==> src/rtl/prga_stage.sv <==
`timescale 1ns/1ps
`default_nettype none
// +--------------------------------------------------------------------------+
// | Module   : prga_stage                                                     |
// | Brief    : ARC4 keystream stage: swaps S, XORs CT-RAM into PT-RAM and    |
// |            reports whether every plaintext byte is printable ASCII.       |
// | Revision : 1.0                                                           |
// +--------------------------------------------------------------------------+
module prga_stage #(
  parameter bit         CHECK_ASCII = 1'b1,
  parameter logic [7:0] ASCII_LO    = 8'h20,
  parameter logic [7:0] ASCII_HI    = 8'h7E
) (
  input  logic       clk,
  input  logic       rst_n,
  input  logic       en,
  output logic       rdy,
  output logic       pt_ok,
  output logic [7:0] s_addr,
  input  logic [7:0] s_rddata,
  output logic [7:0] s_wrdata,
  output logic       s_wren,
  output logic [7:0] ct_addr,
  input  logic [7:0] ct_rddata,
  output logic [7:0] pt_addr,
  output logic [7:0] pt_wrdata,
  output logic       pt_wren
);

  localparam logic [3:0] ST_IDLE    = 4'd0;
  localparam logic [3:0] ST_LEN_RD  = 4'd1;
  localparam logic [3:0] ST_LEN_CAP = 4'd2;
  localparam logic [3:0] ST_SI_RD   = 4'd3;
  localparam logic [3:0] ST_SI_CAP  = 4'd4;
  localparam logic [3:0] ST_SJ_CAP  = 4'd5;
  localparam logic [3:0] ST_WR_J    = 4'd6;
  localparam logic [3:0] ST_PAD_RD  = 4'd7;
  localparam logic [3:0] ST_PAD_CAP = 4'd8;
  localparam logic [3:0] ST_DONE    = 4'd9;

  logic [3:0] r_state;
  logic [3:0] w_next_state;

  logic [7:0] r_i;
  logic [7:0] r_j;
  logic [7:0] r_k;
  logic [7:0] r_len;
  logic [7:0] r_si;
  logic [7:0] r_sj;
  logic       r_pt_ok;

  logic [7:0] w_i_next;
  logic [7:0] w_j_next;
  logic [7:0] w_pad_addr;
  logic [7:0] w_pt_byte;
  logic       w_printable;
  logic       w_abort;
  logic       w_last;

  assign w_i_next    = r_i + 8'd1;
  assign w_j_next    = r_j + s_rddata;
  assign w_pad_addr  = r_si + r_sj;
  assign w_pt_byte   = s_rddata ^ ct_rddata;
  assign w_printable = (w_pt_byte >= ASCII_LO) && (w_pt_byte <= ASCII_HI);
  assign w_abort     = CHECK_ASCII && !w_printable;
  assign w_last      = (r_k == r_len);

  always_ff @(posedge clk or negedge rst_n) begin
    if (!rst_n) begin
      r_state <= ST_IDLE;
    end else begin
      r_state <= w_next_state;
    end
  end

  always_comb begin
    w_next_state = r_state;
    case (r_state)
      ST_IDLE:    if (en) w_next_state = ST_LEN_RD;
      ST_LEN_RD:  w_next_state = ST_LEN_CAP;
      ST_LEN_CAP: w_next_state = (ct_rddata == 8'd0) ? ST_DONE : ST_SI_RD;
      ST_SI_RD:   w_next_state = ST_SI_CAP;
      ST_SI_CAP:  w_next_state = ST_SJ_CAP;
      ST_SJ_CAP:  w_next_state = ST_WR_J;
      ST_WR_J:    w_next_state = ST_PAD_RD;
      ST_PAD_RD:  w_next_state = ST_PAD_CAP;
      ST_PAD_CAP: w_next_state = (w_abort || w_last) ? ST_DONE : ST_SI_RD;
      ST_DONE:    w_next_state = ST_IDLE;
      default:    w_next_state = ST_IDLE;
    endcase
  end

  // A non-printable byte always clears pt_ok; only CHECK_ASCII turns it into an abort.
  always_ff @(posedge clk or negedge rst_n) begin
    if (!rst_n) begin
      r_i     <= 8'd0;
      r_j     <= 8'd0;
      r_k     <= 8'd0;
      r_len   <= 8'd0;
      r_si    <= 8'd0;
      r_sj    <= 8'd0;
      r_pt_ok <= 1'b0;
    end else begin
      case (r_state)
        ST_IDLE: begin
          if (en) begin
            r_pt_ok <= 1'b1;
            r_i     <= 8'd0;
            r_j     <= 8'd0;
          end
        end
        ST_LEN_CAP: begin
          r_len <= ct_rddata;
          r_k   <= 8'd1;
        end
        ST_SI_RD: begin
          r_i <= w_i_next;
        end
        ST_SI_CAP: begin
          r_si <= s_rddata;
          r_j  <= w_j_next;
        end
        ST_SJ_CAP: begin
          r_sj <= s_rddata;
        end
        ST_PAD_CAP: begin
          if (!w_printable) r_pt_ok <= 1'b0;
          if (!w_abort && !w_last) r_k <= r_k + 8'd1;
        end
        default: begin
        end
      endcase
    end
  end

  // ct_addr stays on k across the whole byte so ct_rddata is ready in PAD_CAP.
  always_comb begin
    s_addr    = 8'd0;
    s_wrdata  = 8'd0;
    s_wren    = 1'b0;
    ct_addr   = 8'd0;
    pt_addr   = 8'd0;
    pt_wrdata = 8'd0;
    pt_wren   = 1'b0;
    case (r_state)
      ST_LEN_CAP: begin
        pt_wrdata = ct_rddata;
        pt_wren   = 1'b1;
      end
      ST_SI_RD: begin
        s_addr  = w_i_next;
        ct_addr = r_k;
      end
      ST_SI_CAP: begin
        s_addr  = w_j_next;
        ct_addr = r_k;
      end
      ST_SJ_CAP: begin
        s_addr   = r_i;
        s_wrdata = s_rddata;
        s_wren   = 1'b1;
        ct_addr  = r_k;
      end
      ST_WR_J: begin
        s_addr   = r_j;
        s_wrdata = r_si;
        s_wren   = 1'b1;
        ct_addr  = r_k;
      end
      ST_PAD_RD: begin
        s_addr  = w_pad_addr;
        ct_addr = r_k;
      end
      ST_PAD_CAP: begin
        ct_addr   = r_k;
        pt_addr   = r_k;
        pt_wrdata = w_pt_byte;
        pt_wren   = 1'b1;
      end
      default: begin
      end
    endcase
  end

  assign rdy   = (r_state == ST_IDLE);
  assign pt_ok = r_pt_ok;

endmodule
`default_nettype wire

==> config.mk <==
export PLATFORM = sky130hd
export DESIGN_NAME = prga_stage
export DESIGN_NICKNAME = d
export VERILOG_FILES = /design/src/rtl/prga_stage.sv
export SDC_FILE = /design/constraint.sdc
export NUM_CORES = 1
export LEC_CHECK = 0
export CAP_MARGIN = 10
export CORE_MARGIN = 2
export CORE_UTILIZATION = 55
export CTS_CLUSTER_SIZE = 10
export DETAILED_ROUTE_END_ITERATION = 6
export GPL_TIMING_DRIVEN = 1
export PLACE_DENSITY = 0.78
export SETUP_SLACK_MARGIN = 0.3
export SLEW_MARGIN = 0
export SYNTH_ARGS = -nofsm -noshare
export SYNTH_HDL_FRONTEND = slang
export SYNTH_SLANG_ARGS = --single-unit
==> constraint.sdc <==
create_clock -name clk -period 4.2 [get_ports clk]
set_input_delay 0.63 -clock clk [delete_from_list [all_inputs] [get_ports clk]]
set_output_delay 0.63 -clock clk [all_outputs]
set_load 0.01 [all_outputs]
## Yosys cells after proc, flatten, opt, wreduce, memory -nomap -nowiden

Index checks and enable logic that the tools add are counted.

- Register bits: 53
- Output and inout port bits: 44
- Bits of input ports: 19
- Word-level logic and storage cells: 64

- Mux-type cells: 19
- Add/subtract/negate cells: 4
- Reduce and logical (&&, ||, !) cells: 18
- $lt $le $gt $ge: 2
- Equality and inequality tests: 12
- Bitwise logic cells: 1

Operators by type and width:

| operator | number |
|---|---|
| case mux 8 bit (2 select lines) | 5 |
| case mux 8 bit (5 select lines) | 1 |
| case mux 4 bit (9 select lines) | 1 |
| two-way mux 8 bit | 4 |
| adder 8 x 1 -> 8 bit (second input constant) | 2 |
| adder 8 bit | 2 |
| == test 4 x 3 -> 1 bit (second input constant) | 4 |
| two-way mux 4 bit | 3 |
| == test 4 x 2 -> 1 bit (second input constant) | 2 |
| == test 8 bit | 1 |
| greater-or-equal comparator 8 x 6 -> 1 bit (second input constant) | 1 |
| less-or-equal comparator 8 x 7 -> 1 bit (second input constant) | 1 |
| logical NOT 8 bit | 1 |
| nonzero test 2 bit | 4 |
| XOR 8 bit | 1 |
| != test 2 bit (second input constant) | 3 |
| AND reduction 2 bit | 3 |
| OR reduction 6 bit | 1 |
| == test 4 x 1 -> 1 bit (second input constant) | 1 |
| == test 4 bit (second input constant) | 1 |
| logical NOT 4 bit | 1 |
| two-way mux 1 bit | 4 |
| OR reduction 2 bit | 2 |
| AND reduction 3 bit | 1 |
| 4 further kinds | 6 |

## Longest topological paths before layout

Gate-level depths: netlist of the first run.

- Word-level depth: 7
- Depth in mapped cells: 9
- Gate-level depth less buffers: 9

## Least setup slack after synthesis of the first run

No wires, ideal clock.

- Kind: in2out
- Start point: input s_rddata[5]
- End point: output s_addr[7]
- Slack: 1.421 ns
- Arrival: 2.149 ns
- Path buffers: 0
- Cell stages on the path: 7
- Required time: 3.570 ns
- Cells stage by stage: ha_1 -> a21o_1 -> a211o_1 -> a32oi_1 -> o21ai_0 -> xor2_1 -> a211o_1

- Longest elaborated chain between the ends: 2

RTL lines:

| item | RTL line | source |
|---|---|---|
| start, declared | 20 | `input logic [7:0] s_rddata,` |
| adder 8 bit | 61 | `assign w_j_next = r_j + s_rddata;` |
| case mux 8 bit (5 select lines) | 145 | `case (r_state)` |
| end, declared | 19 | `output logic [7:0] s_addr,` |

No other way between the ends.

## Worst setup path in the final report of the first run

- Start point: input s_rddata[6]
- End point: output s_addr[7]

Same word-level chain as after synthesis.

==> run_results.csv, run 1 <==
group,metric,value,unit
floorplanning,die_x,85.71,um
pwr,netSwitchingFraction,46.28,%
pwr,power.net_switching,1.355,mW
worst_setup_path,cp_slowest_cell,"clkdlybuf4s50_1",
global_route,gr-total-overflow,0,
synthesis,synth_edf_count,0,
floorplanning,initial_utilization,57.50,%
worst_setup_path,worstPathCellList,"clkdlybuf4s50_1 -> ha_2 -> a211o_1 -> a32oi_1 -> o21ai_1 -> xor2_1 -> a211o_1 -> clkdlybuf4s50_1",
floorplanning,io_pins,63,
pwr,p_seq_share,32.0,%
cells_and_area,finalInstanceArea,0.004491,sq mm
cells_and_area,fin_cells,604,
synthesis,synthArstFlopShare,100.0,%
sta,skew,0.01241,ns
detailed_routing,avgViaCountPerCell,5.849,
sta,drv_slew,0,
synthesis,synth_area,0.003672,sq mm
cells_and_area,num_antenna_cells,0,
worst_setup_path,worst-path-buf-inv,2,
cells_and_area,drive_above_1_share,4.934,%
worst_setup_path,crit_type,"in -> out",
sta,tightest_slew,0.8118,ns
synthesis,synth_ff_type,"dfrtp_1",
synthesis,seq_area_frac_synth,36.12,%
synthesis,synth_cell_types,46,
clocking,htreeDepth,2,
worst_setup_path,start_kind,"input pin",
pwr,peakVddDrop,0.4896,mV
detailed_routing,wl_per_cell,16.39,um
sta,min_period_over_period,89.11,%
synthesis,ys_ff_latch,53,
clocking,numCtsBuffers,5,
global_route,grtUsageTotal,28.41,%
global_route,grt_pass1_wl,16.59,mm
pwr,power,2.927,mW
floorplanning,die_height,85.71,um
synthesis,synthCells,466,
sta,hold_viol_final,0,
clocking,clock_latency,0.32,ns
clocking,cts-root-buf,"clkbuf_8",
synthesis,avgSynthCellArea,7.880,sq um
sta,tns,0,ns
detailed_routing,drtAntennaViolNets,0,
cells_and_area,post-route-util,70.32,%
pwr,power_frac_clock,10.2,%
sta,setup_violations,0,
cells_and_area,areaGrowthSynthToFinish,22.28,%
pwr,p_int,1.572,mW
pwr,power.density,651.8,mW/mm^2
worst_setup_path,crit_fanout,6,
detailed_routing,drc,0,
global_route,grt_pass1_vias,3319,
detailed_routing,num_vias,3533,
worst_setup_path,slowest_delay,0.63,ns
sta,max_freq,267.2,MHz
cells_and_area,layout_common_cells,"nand2_1 (134), clkdlybuf4s50_1 (56), dfrtp_1 (53)",
worst_hold_path,holdCritPathClass,"in -> async",
synthesis,yosysWarningCount,0,
place,numPlacedInstances,596,
clocking,path_clk_slew,0.10,ns
sta,slew_headroom,45.59,%
worst_setup_path,setup.worst_path.end_class,"output port",
cells_and_area,layout_commonest_cell,"nand2_1",
synthesis,syn_nets,503,
pwr,combPwrFrac,57.8,%
clocking,cts_tree,"done",
sta,fin_crit,3.743,ns
global_route,antenna_found_initial,0,
detailed_routing,dr.pass1.iters,5,
place,dp_hpwl,7.130,mm
place,portBuffers,62,
clocking,cts_setup_buffers,0,
clocking,clock_path_buffers,2,
floorplanning,row_count,29,
global_route,grt_max_degree,54,
pwr,leakage,2.101,nW
cells_and_area,finalNetCount,563,
run,maxCapViolations,0,
clocking,clock_sinks,53,
floorplanning,die-area,0.007346,sq mm
run_status,status,"finished clean",
floorplanning,core,0.006386,sq mm
sta,rsz0062_at_grt,"false",
worst_setup_path,critical-path-top-delay-family,"buffers and inverters",
worst_setup_path,critPathArrivalTime,3.11,ns
detailed_routing,totalWireLength,9.902,mm
place,dpl_cell_area,0.004369,sq mm
worst_setup_path,cp_data_required_time,3.57,ns
place,place_congestion,0.9107,
detailed_routing,dr.first_iter.drc_count,348,
## routing by layer
| metal | wire length, um | up-vias | GRT usage (%) |
|---|---|---|---|
| met5 | 0 | - | 0 |
| met4 | 130 | 0 | 6.494 |
| met3 | 523 | 10 | 3.369 |
| met2 | 4407 | 121 | 44.18 |
| met1 | 4840 | 1680 | 42.64 |
| li1 | - | 1722 | - |
## power by group through the flow
| stage | registers [mW] | logic (mW) | clock network (mW) |
|---|---|---|---|
| final | 0.936 | 1.69 | 0.298 |
| after global routing | 0.970 | 1.89 | 0.321 |
| after CTS | 0.931 | 1.67 | 0.302 |
| after detailed placement | 0.939 | 1.66 | 0 |
| after global placement | 0.929 | 1.62 | 0 |
| after floorplan | 0.825 | 1.18 | 0 |
## worst paths after layout
check,from,to,slack (ns),depth (start not counted)
min in group clk,r_sj[3]$_DFFE_PN0P_,r_sj[3]$_DFFE_PN0P_,0.49,2
setup / recovery,s_rddata[6],s_addr[7],0.46,8
setup reg to reg,r_state[2]$_DFFE_PN0P_,r_j[1]$_DFFE_PN0P_,1.84,6
hold / removal,rst_n,r_k[5]$_DFFE_PN0P_,0.43,2
max in group asynchronous,rst_n,r_sj[7]$_DFFE_PN0P_,3.28,2
hold reg to reg,r_sj[3]$_DFFE_PN0P_,r_sj[3]$_DFFE_PN0P_,0.49,2
## stage by stage
stage	hold WS, ns	setup WS [ns]
floorplan	0.3344	1.421
global route	0.4904	0.3233
global placement	0.4630	0.3112
CTS	0.4564	0.3257
detailed placement	0.4679	0.2660
finish	0.4296	0.4574
## cells by family (layout without fill, tap and decap cells)
family,Yosys count,in the layout,synth area share [%]
fa+ha+maj,18,18,6.542
mux,3,3,0.8177
flops,53,53,36.12
compound gates,102,102,17.07
xor+xnor,29,29,6.916
buf+inv,26,87,3.066
simple gates,235,235,29.47
## state kept, by name (all words and copies together), names as in the netlist
| name | count |
|---|---|
| r_state | 4 |
| r_len | 8 |
| pt_ok | 1 |
| r_sj | 8 |
| r_j | 8 |
| r_si | 8 |
| r_i | 8 |
| r_k | 8 |
## Yosys cell counts, drive strengths merged (3+ instances only)
library cell,count,area share [%]
nand3b,5,1.0
inv,8,0.82
o211ai,3,0.61
o221ai,3,0.72
nand3,12,1.6
o21ai,50,6.8
nor4,6,1.0
dfrtp,53,36
a21o,4,0.82
mux2i,3,0.82
o21a,5,1.0
a211oi,3,0.61
nand2b,6,1.0
xnor2,6,1.4
ha,16,5.5
buf,6,1.0
a21oi,13,1.8
and2,18,3.1
and3,7,1.2
clkbuf,12,1.2
nand2,134,14
or3,5,0.85
xor2,23,5.5
nor3,6,1.1
nor2,26,2.7
nor2b,5,0.85
nand4,3,0.51
a22oi,4,0.82
## timing repair
| item | in CTS | in global routing |
|---|---|---|
| resized for setup | 2 | 10 |
| hold buffers | 0 | 0 |
| endpoints found under the hold margin | 0 | 0 |
| pin swaps | 1 | 0 |
| setup endpoints to repair | 1 | 2 |
| cloned | 0 | 0 |
## area by class of cell
| class | instances | area [sq um] |
|---|---|---|
| well taps | 77 | 96.34 |
| clock buffers | 6 | 72.57 |
| multi-input cells | 387 | 2258 |
| flip-flops and latches | 53 | 1326 |
| clock inverters | 2 | 15.01 |
| fillers | 529 | 1896 |
| inverters | 8 | 30.03 |
| repair buffers | 71 | 691.9 |
No activity file was read; power rests on OpenSTA's default activity.
==> run 2, diff against run 1 <==
--- a/config.mk
+++ b/config.mk
@@ -13,7 +13,7 @@
 export GPL_TIMING_DRIVEN = 1
 export PLACE_DENSITY = 0.78
 export SETUP_SLACK_MARGIN = 0.3
-export SLEW_MARGIN = 0
+export SLEW_MARGIN = 25
 export SYNTH_ARGS = -nofsm -noshare
 export SYNTH_HDL_FRONTEND = slang
 export SYNTH_SLANG_ARGS = --single-unit
==> results of run 2 <==
The final DEF is identical to that of run 1; final timing and power are the same.
